==> src/rtl/alu_seq.sv <==
// alu_seq: handshaked, registered ALU with ARM-style NZCV flags.
// Single-cycle ops go out one edge after acceptance. DIV/REM with a nonzero
// divisor go through an iterative restoring divider that produces one
// quotient bit per cycle.
module alu_seq #(
  parameter int WIDTH   = 32,
  parameter int CH_BITS = 8
) (
  input  logic             clk,
  input  logic             reset,
  input  logic             in_valid,
  output logic             in_ready,
  input  logic [3:0]       op,
  input  logic [WIDTH-1:0] a,
  input  logic [WIDTH-1:0] b,
  output logic             out_valid,
  input  logic             out_ready,
  output logic [WIDTH-1:0] result,
  output logic [3:0]       flags,
  output logic             busy
);

  localparam int SW = (WIDTH > 1) ? $clog2(WIDTH) : 1;
  localparam int CW = $clog2(WIDTH + 1);
  localparam int M  = WIDTH - 1;
  localparam logic [WIDTH-1:0] LW = WIDTH'(WIDTH);

  typedef enum logic [1:0] {S_IDLE, S_DIV, S_DONE} state_t;

  state_t r_state, w_next;

  logic             r_out_valid;
  logic [WIDTH-1:0] r_result;
  logic [3:0]       r_flags;

  // Divider working registers. r_quo starts as the dividend and is shifted
  // left; quotient bits enter at the bottom as dividend bits leave the top.
  logic [WIDTH-1:0] r_quo, r_rem, r_dvs;
  logic             r_rem_op;
  logic [CW-1:0]    r_cnt;

  logic             w_accept, w_isdiv, w_bz, w_start_div;
  logic [WIDTH:0]   w_add;
  logic [WIDTH-1:0] w_sub;
  logic [2*WIDTH-1:0] w_prod;
  logic [SW-1:0]    w_samt;
  logic [WIDTH:0]   w_sl, w_sr;
  logic [CH_BITS+1:0] w_sum, w_avg;
  logic [WIDTH-1:0] w_res;
  logic             w_c, w_v;
  logic [WIDTH:0]   w_trial;
  logic             w_ge;
  logic [WIDTH-1:0] w_diff, w_dres;

  assign in_ready    = (r_state == S_IDLE) && (!r_out_valid || out_ready);
  assign w_accept    = in_valid && in_ready;
  assign w_isdiv     = (op == 4'd5) || (op == 4'd9);
  assign w_bz        = (b == '0);
  assign w_start_div = w_accept && w_isdiv && !w_bz;

  assign out_valid = r_out_valid;
  assign result    = r_result;
  assign flags     = r_flags;
  assign busy      = (r_state == S_DIV);

  assign w_add  = {1'b0, a} + {1'b0, b};
  assign w_sub  = a - b;
  assign w_prod = (2*WIDTH)'(a) * (2*WIDTH)'(b);
  // The extra bit beyond the result catches the last bit shifted out.
  assign w_samt = b[SW-1:0];
  assign w_sl   = {1'b0, a} << w_samt;
  assign w_sr   = {a, 1'b0} >> w_samt;
  assign w_sum  = (CH_BITS+2)'(a[CH_BITS-1:0]) + (CH_BITS+2)'(a[2*CH_BITS-1:CH_BITS])
                + (CH_BITS+2)'(a[3*CH_BITS-1:2*CH_BITS]);
  assign w_avg  = w_sum / (CH_BITS+2)'(3);

  // Restoring step: the remainder fits back in WIDTH bits whenever the
  // subtraction is taken, so the low WIDTH bits of the difference suffice.
  assign w_trial = {r_rem, r_quo[M]};
  assign w_ge    = (w_trial >= {1'b0, r_dvs});
  assign w_diff  = w_trial[WIDTH-1:0] - r_dvs;
  assign w_dres  = r_rem_op ? r_rem : r_quo;

  // Single-cycle result and carry/overflow selection
  always_comb begin
    w_res = a;
    w_c   = 1'b0;
    w_v   = 1'b0;
    case (op)
      4'd1: begin
        w_res = w_add[WIDTH-1:0];
        w_c   = w_add[WIDTH];
        w_v   = (a[M] == b[M]) && (w_add[M] != a[M]);
      end
      4'd2: w_res = a & b;
      4'd3: begin
        w_res = w_sub;
        w_c   = (a >= b);
        w_v   = (a[M] != b[M]) && (w_sub[M] != a[M]);
      end
      4'd4: begin
        w_res = w_prod[WIDTH-1:0];
        w_v   = |w_prod[2*WIDTH-1:WIDTH];
      end
      // Only reached for divide by zero; the nonzero case goes through the divider.
      4'd5: begin
        w_res = '1;
        w_v   = 1'b1;
      end
      4'd9: begin
        w_res = a;
        w_v   = 1'b1;
      end
      4'd6: begin
        w_res = '0;
        if (b < LW) begin
          w_res = w_sl[WIDTH-1:0];
          w_c   = w_sl[WIDTH];
        end else if (b == LW) begin
          w_c = a[M];
        end
      end
      4'd7: begin
        w_res = '0;
        if (b < LW) begin
          w_res = w_sr[WIDTH:1];
          w_c   = w_sr[0];
        end else if (b == LW) begin
          w_c = a[0];
        end
      end
      4'd8:  w_res = WIDTH'(w_avg);
      4'd15: w_res = '0;
      default: w_res = a;
    endcase
  end

  // State register
  always_ff @(posedge clk) begin
    if (reset) r_state <= S_IDLE;
    else       r_state <= w_next;
  end

  // Next-state logic
  always_comb begin
    w_next = r_state;
    case (r_state)
      S_IDLE: if (w_start_div) w_next = S_DIV;
      S_DIV:  if (r_cnt == CW'(WIDTH - 1)) w_next = S_DONE;
      S_DONE: w_next = S_IDLE;
      default: w_next = S_IDLE;
    endcase
  end

  // Divider: latch operands on start, then one restoring step per cycle
  always_ff @(posedge clk) begin
    if (reset) begin
      r_quo    <= '0;
      r_rem    <= '0;
      r_dvs    <= '0;
      r_rem_op <= 1'b0;
      r_cnt    <= '0;
    end else if (r_state == S_IDLE) begin
      if (w_start_div) begin
        r_quo    <= a;
        r_rem    <= '0;
        r_dvs    <= b;
        r_rem_op <= (op == 4'd9);
        r_cnt    <= '0;
      end
    end else if (r_state == S_DIV) begin
      r_rem <= w_ge ? w_diff : w_trial[WIDTH-1:0];
      r_quo <= {r_quo[WIDTH-2:0], w_ge};
      r_cnt <= r_cnt + 1'b1;
    end
  end

  // Output register: load a new result, otherwise hold until the consumer takes it
  always_ff @(posedge clk) begin
    if (reset) begin
      r_out_valid <= 1'b0;
      r_result    <= '0;
      r_flags     <= '0;
    end else if (r_state == S_DONE) begin
      r_out_valid <= 1'b1;
      r_result    <= w_dres;
      r_flags     <= {w_dres[M], (w_dres == '0), 2'b00};
    end else if (w_accept && !w_start_div) begin
      r_out_valid <= 1'b1;
      r_result    <= w_res;
      r_flags     <= {w_res[M], (w_res == '0), w_c, w_v};
    end else if (r_out_valid && out_ready) begin
      r_out_valid <= 1'b0;
    end
  end

endmodule

==> config.mk <==
export PLATFORM = sky130hd
export DESIGN_NAME = alu_seq
export DESIGN_NICKNAME = d
export VERILOG_FILES = /design/src/rtl/alu_seq.sv
export SDC_FILE = /design/constraint.sdc
export NUM_CORES = 2
export LEC_CHECK = 0
export CAP_MARGIN = 30
export CORE_MARGIN = 2
export CORE_UTILIZATION = 50
export CTS_CLUSTER_DIAMETER = 200
export DETAILED_ROUTE_END_ITERATION = 7
export PLACE_DENSITY = 0.64
export RECOVER_POWER = 50
export SYNTH_ARGS = -nofsm -noshare
export SYNTH_HDL_FRONTEND = slang
export SYNTH_SLANG_ARGS = --single-unit
==> constraint.sdc <==
create_clock -name clk -period 15.84 [get_ports clk]
set_input_delay 3.96 -clock clk [delete_from_list [all_inputs] [get_ports clk]]
set_output_delay 3.96 -clock clk [all_outputs]
set_load 0.02 [all_outputs]
After elaboration in Yosys (flattened, before gate mapping)
Index checks and enable logic that the tools add are counted.
{"block": "classes", "n_mul": 1, "div_mod_pow": 1, "addsub": 6, "n_eq_ne": 20, "n_reduce_logical": 26, "shifts": 2, "n_mux": 30, "order_cmp": 3, "n_bitwise": 1}
{"operator": "32-bit 2-to-1 mux", "count": 12}
{"operator": "32-bit one-hot mux with 9 select lines", "count": 1}
{"operator": "32-bit zero test", "count": 3}
{"operator": "32-bit by 32-bit multiplier with 64-bit output", "count": 1}
{"operator": "32-bit subtractor", "count": 2}
{"operator": "32-bit by 32-bit adder with 33-bit output", "count": 1}
{"operator": "33-bit by 32-bit greater-or-equal comparator with 1-bit output", "count": 1}
{"operator": "32-bit by 5-bit left shift with 33-bit output", "count": 1}
{"operator": "33-bit by 5-bit >> shifter with 33-bit output", "count": 1}
{"operator": "32-bit bitwise AND", "count": 1}
{"operator": "32-bit by 6-bit == test with 1-bit output (second input constant)", "count": 1}
{"operator": "32-bit greater-or-equal comparator", "count": 1}
{"operator": "32-bit by 6-bit less-than comparator with 1-bit output (second input constant)", "count": 1}
{"operator": "32-bit OR reduction", "count": 1}
{"operator": "6-bit 2-to-1 mux", "count": 3}
{"operator": "4-bit by 3-bit == test with 1-bit output (second input constant)", "count": 4}
{"operator": "4-bit == test (second input constant)", "count": 3}
{"operator": "9-bit by 8-bit adder with 10-bit output", "count": 1}
{"operator": "10-bit by 2-bit divider with 10-bit output (second input constant)", "count": 1}
{"operator": "8-bit by 8-bit adder with 9-bit output", "count": 1}
{"operator": "4-bit by 2-bit == test with 1-bit output (second input constant)", "count": 2}
{"operator": "1-bit logical AND", "count": 8}
{"operator": "4-bit 2-to-1 mux", "count": 2}
{"operator": "1-bit one-hot mux with 4 select lines", "count": 2}
{"operator": "19 further kinds", "count": 35}
{"block": "totals", "ff_bits": 142, "out_inout_bits": 39, "in_bits": 72, "elab_cells": 100}

Depth between registers and ports, before layout
{"block": "depth", "depth_word": 10, "mapped_depth": 41, "ltp_nobuf": 33}

Worst setup path before layout
OpenSTA, ideal clock, no wires.
{"block": "synth_path", "kind": "input -> register", "start": "input b[2]", "end": "register r_flags[0] (netlist: flags[0])", "setup_ns": 0.136, "arrival_time_ns": 13.352, "n_path_buf": 9, "required_ns": 15.704, "path_slack_ns": 2.352, "path_stages": 36, "cell_sequence": "buf_2 buf_2 clkbuf_1 clkbuf_1 buf_2 buf_1 clkbuf_1 clkbuf_1 clkbuf_1 nand2_1 fa_1 inv_1 fa_1 inv_1 fa_1 inv_1 fa_1 inv_1 fa_1 inv_1 fa_1 fa_1 fa_1 ha_1 or3_1 a21oi_1 o21bai_1 a211oi_1 a31oi_1 a31o_2 or3_1 a31o_2 nor4_1 nand4_1 and4b_1 a211oi_1"}
{"block": "synth_via", "elab_chain_len": 5, "elab_cells_between_ends": 14, "cone_classes": "add/sub: 2; mul: 1; eq/ne: 2; mux: 1; reduce/logical: 8"}
{"item": "start, declared", "line": "15", "source": "input logic [WIDTH-1:0] b,"}
{"item": "branches (longest 5 deep; another with 32-bit by 32-bit multiplier with 64-bit output)"}
{"item": "end signal, assigned", "line": "187", "source": "r_flags <= {w_dres[M], (w_dres == '0), 2'b00};"}
{"item": "end signal, assigned", "line": "191", "source": "r_flags <= {w_res[M], (w_res == '0), w_c, w_v};"}
{"item": "end, declared", "line": "34", "source": "logic [3:0] r_flags;"}
Parallel ways; which one is timed is not known.
A chain may end at the register's enable or synchronous reset.

Worst setup path after layout
{"block": "layout_path", "start": "input b[4]", "end": "register r_flags[0] (netlist: flags[0])"}
Same word-level chain as after synthesis.

==> flow_summary.json <==
{
  "status": "finished with violations",
  "violations": "capacitance limit, slew limit",
  "r2r-start": "r_dvs[7]",
  "numCtsBuffers": 17,
  "dieArea_mm2": 0.1044,
  "grt.overflow.total": 0,
  "ctsHtreeMaxLevel": 4,
  "reg2reg_depth": 17,
  "post_cts_buffers": 0,
  "hold_path_class": "register to register",
  "synth_edf_count": 0,
  "core_area_mm2": 0.1013,
  "areaGrowthSynthToFinish_pct": 5.155,
  "grt_pass1_vias": 46393,
  "cts.sinks": 142,
  "synthArstFlopShare": 0,
  "start_util": 0.5025,
  "crit_fanout": 61,
  "drt-initial-drc-count": 5299,
  "insertion_delay_ns": 0.44,
  "cpMostUsedCell": "fa_1",
  "critPathLaunchType": "primary input",
  "grt_pass1_wl_mm": 299.2,
  "avgSynthCellArea_um2": 7.993,
  "crit_required_ns": 16.14,
  "synth_ff_type": "dfxtp_1",
  "clkTransAtPathRegs_ns": 0.09,
  "firstDrtPassIters": 6,
  "totalWireLength_mm": 200.2,
  "slowest_delay_ns": 1.35,
  "nNetsFinal": 7552,
  "end_kind": "register",
  "finalHoldViolCount": 0,
  "antenna_found_initial": 6,
  "place_hpwl_mm": 155.7,
  "cts_resized": 0,
  "reg2reg_to": "r_quo[0]",
  "seq_area_frac_synth": 0.05585,
  "slew_violations": 141,
  "holdBufCountCts": 0,
  "fmax_mhz": 69.84,
  "synth_warnings": 0,
  "gp_congestion": 1.071,
  "final_core_util": 0.5284,
  "wl_per_cell_um": 26.38,
  "tritoncts": "done",
  "vias": 47001,
  "worst_ep_arrival_time_ns": 14.62,
  "via_per_inst": 6.192,
  "ios": 111,
  "cts_buffer_depth": 2,
  "cp_slowest_cell": "clkbuf_1",
  "ant_nets": 0,
  "layout-drive-gt1-share": 0.04698,
  "post-route-drc-count": 0,
  "grt_max_degree": 71,
  "min-delay-start": "r_dvs[24]",
  "drv_cap": 4,
  "ys_seq_elements": 142,
  "placementRows": 117,
  "placedInstanceArea_mm2": 0.05291,
  "grt_usage": 0.3859,
  "finalSetupTns_ns": 0,
  "fillerInstances": 9892,
  "tightest_slew_ns": 2.193,
  "ys_types": 97,
  "stdcell_area_mm2": 0.05352,
  "period_share": 0.9040,
  "rsz0062_at_grt": "false",
  "setup_viol": 0,
  "clockRootBuffer": "clkbuf_16",
  "port_buffers": 110,
  "syn_area_mm2": 0.05090,
  "synth_nets": 7717,
  "critPathKind": "primary input to register",
  "fin_worst_skew_ns": 0.02588,
  "synthCells": 6368,
  "min_path_cells": 2,
  "slew-limit-headroom": -0.4621,
  "period_minus_slack_ns": 14.32,
  "die_w_um": 323.1,
  "ff2ff_setup_slack_ns": 11.40,
  "hold_end": "r_dvs[24]",
  "die_h_um": 323.1
}
[stage by stage]
stage                     cells  setup WS (ns)  hold slack [ns]
after floorplan            6368          2.352           0.4363
after global placement     7546          1.383           0.4447
after detailed placement   7550          1.290           0.4463
after CTS                  7581          1.770           0.4547
after global routing       7585          1.249           0.4758
final                      7590          1.521           0.4539
[per-layer routing]
metal	global-route usage	vias up	part of all wire
met2	0.5825	2796	0.43
met5	0	-	0.00017
met1	0.5072	23519	0.38
met3	0.06987	697	0.098
met4	0.2579	6	0.087
li1	-	19983	-
[cell families (layout without fill, tap and decap cells)]
logic type / after synthesis / count (layout) / synth area share
compound gates: 1102 / 1102 / 0.1408
flops: 142 / 142 / 0.05585
buf+inv: 1549 / 1396 / 0.1161
other cells: 0 / 7 / 0
mux: 149 / 149 / 0.03675
fa+ha+maj: 1277 / 1277 / 0.4478
simple gates: 2049 / 2049 / 0.1854
xor+xnor: 100 / 100 / 0.01735
[cell usage after synthesis (all sizes together) (17+ instances only)]
cell,n,area share
xor2,29,0.0050
clkbuf,339,0.025
mux2i,96,0.019
inv,1115,0.082
o21bai,24,0.0035
or3,17,0.0021
a21oi,305,0.030
fa,908,0.36
buf,83,0.0079
a21o,69,0.010
a311oi,38,0.0065
nor4,27,0.0034
a211oi,36,0.0053
o22ai,28,0.0034
a31oi,37,0.0047
nor3,52,0.0051
nand2b,45,0.0055
dfxtp,142,0.056
nand3,76,0.0075
and3,26,0.0032
o21a,28,0.0041
xnor2,71,0.012
o211ai,32,0.0047
nor2b,27,0.0033
mux2,27,0.0060
mux4,26,0.012
nand4,38,0.0047
o21ai,264,0.026
ha,369,0.091
nand2,759,0.056
nor2,563,0.042
o221ai,19,0.0033
a221oi,64,0.011
and2,366,0.045
[area by class of cell]
| type | instances | area, µm² | share of cell area |
|---|---|---|---|
| clock inverters | 9 | 132.6 | 0.002478 |
| inverters | 1127 | 4230 | 0.07904 |
| flip-flops and latches | 142 | 2844 | 0.05313 |
| repair buffers | 238 | 1926 | 0.03598 |
| diodes | 7 | 17.52 | 0.0003273 |
| well taps | 1368 | 1712 | 0.03198 |
| multi-input cells | 4677 | 42200 | 0.7884 |
| clock buffers | 22 | 464.2 | 0.008673 |
[cells in the final DEF, fill, tap and decap left out, types with 40 or more instances in the layout]
cell type	Yosys	layout
a21o_1	69	69
a21oi_1	304	304
a221oi_1	64	63
and2_1	365	364
buf_4	2	125
clkdlybuf4s50_1	0	40
dfxtp_1	142	141
fa_1	908	908
ha_1	369	369
inv_1	1113	1113
mux2i_1	94	94
nand2_1	759	758
nand2b_1	45	45
nand3_1	76	76
nor2_1	563	561
nor3_1	52	49
o21ai_0	254	254
xnor2_1	70	70
[flip-flops by register name (all words and copies together), names as in the netlist]
name,flops
r_rem_op,1
r_cnt,6
r_quo,32
r_dvs,32
out_valid,1
r_state,2
flags,4
r_rem,32
result,32
[worst max path at each step]
stage           from       end  slack [ns]  cells after the start
3_5_place_dp   a[15]  flags[0]        1.29                     29
2_1_floorplan   b[2]  flags[0]        2.35                     36
4_1_cts        a[15]  flags[0]        1.77                     29
6_report        b[4]  flags[0]        1.52                     30
3_3_place_gp   a[15]  flags[0]        1.38                     29
5_1_grt         b[4]  flags[0]        1.25                     30
[worst max-delay path, delay by kind of cell]
kind,cells,cell delay (ns)
fa+ha+maj,9,3.57
buf+inv,6,2.51
simple gates,8,2.22
compound gates,6,1.97
mux,1,0.36
Power is not shown: default switching activity piles up to over one toggle a cycle in this logic, so the estimate is an artifact.
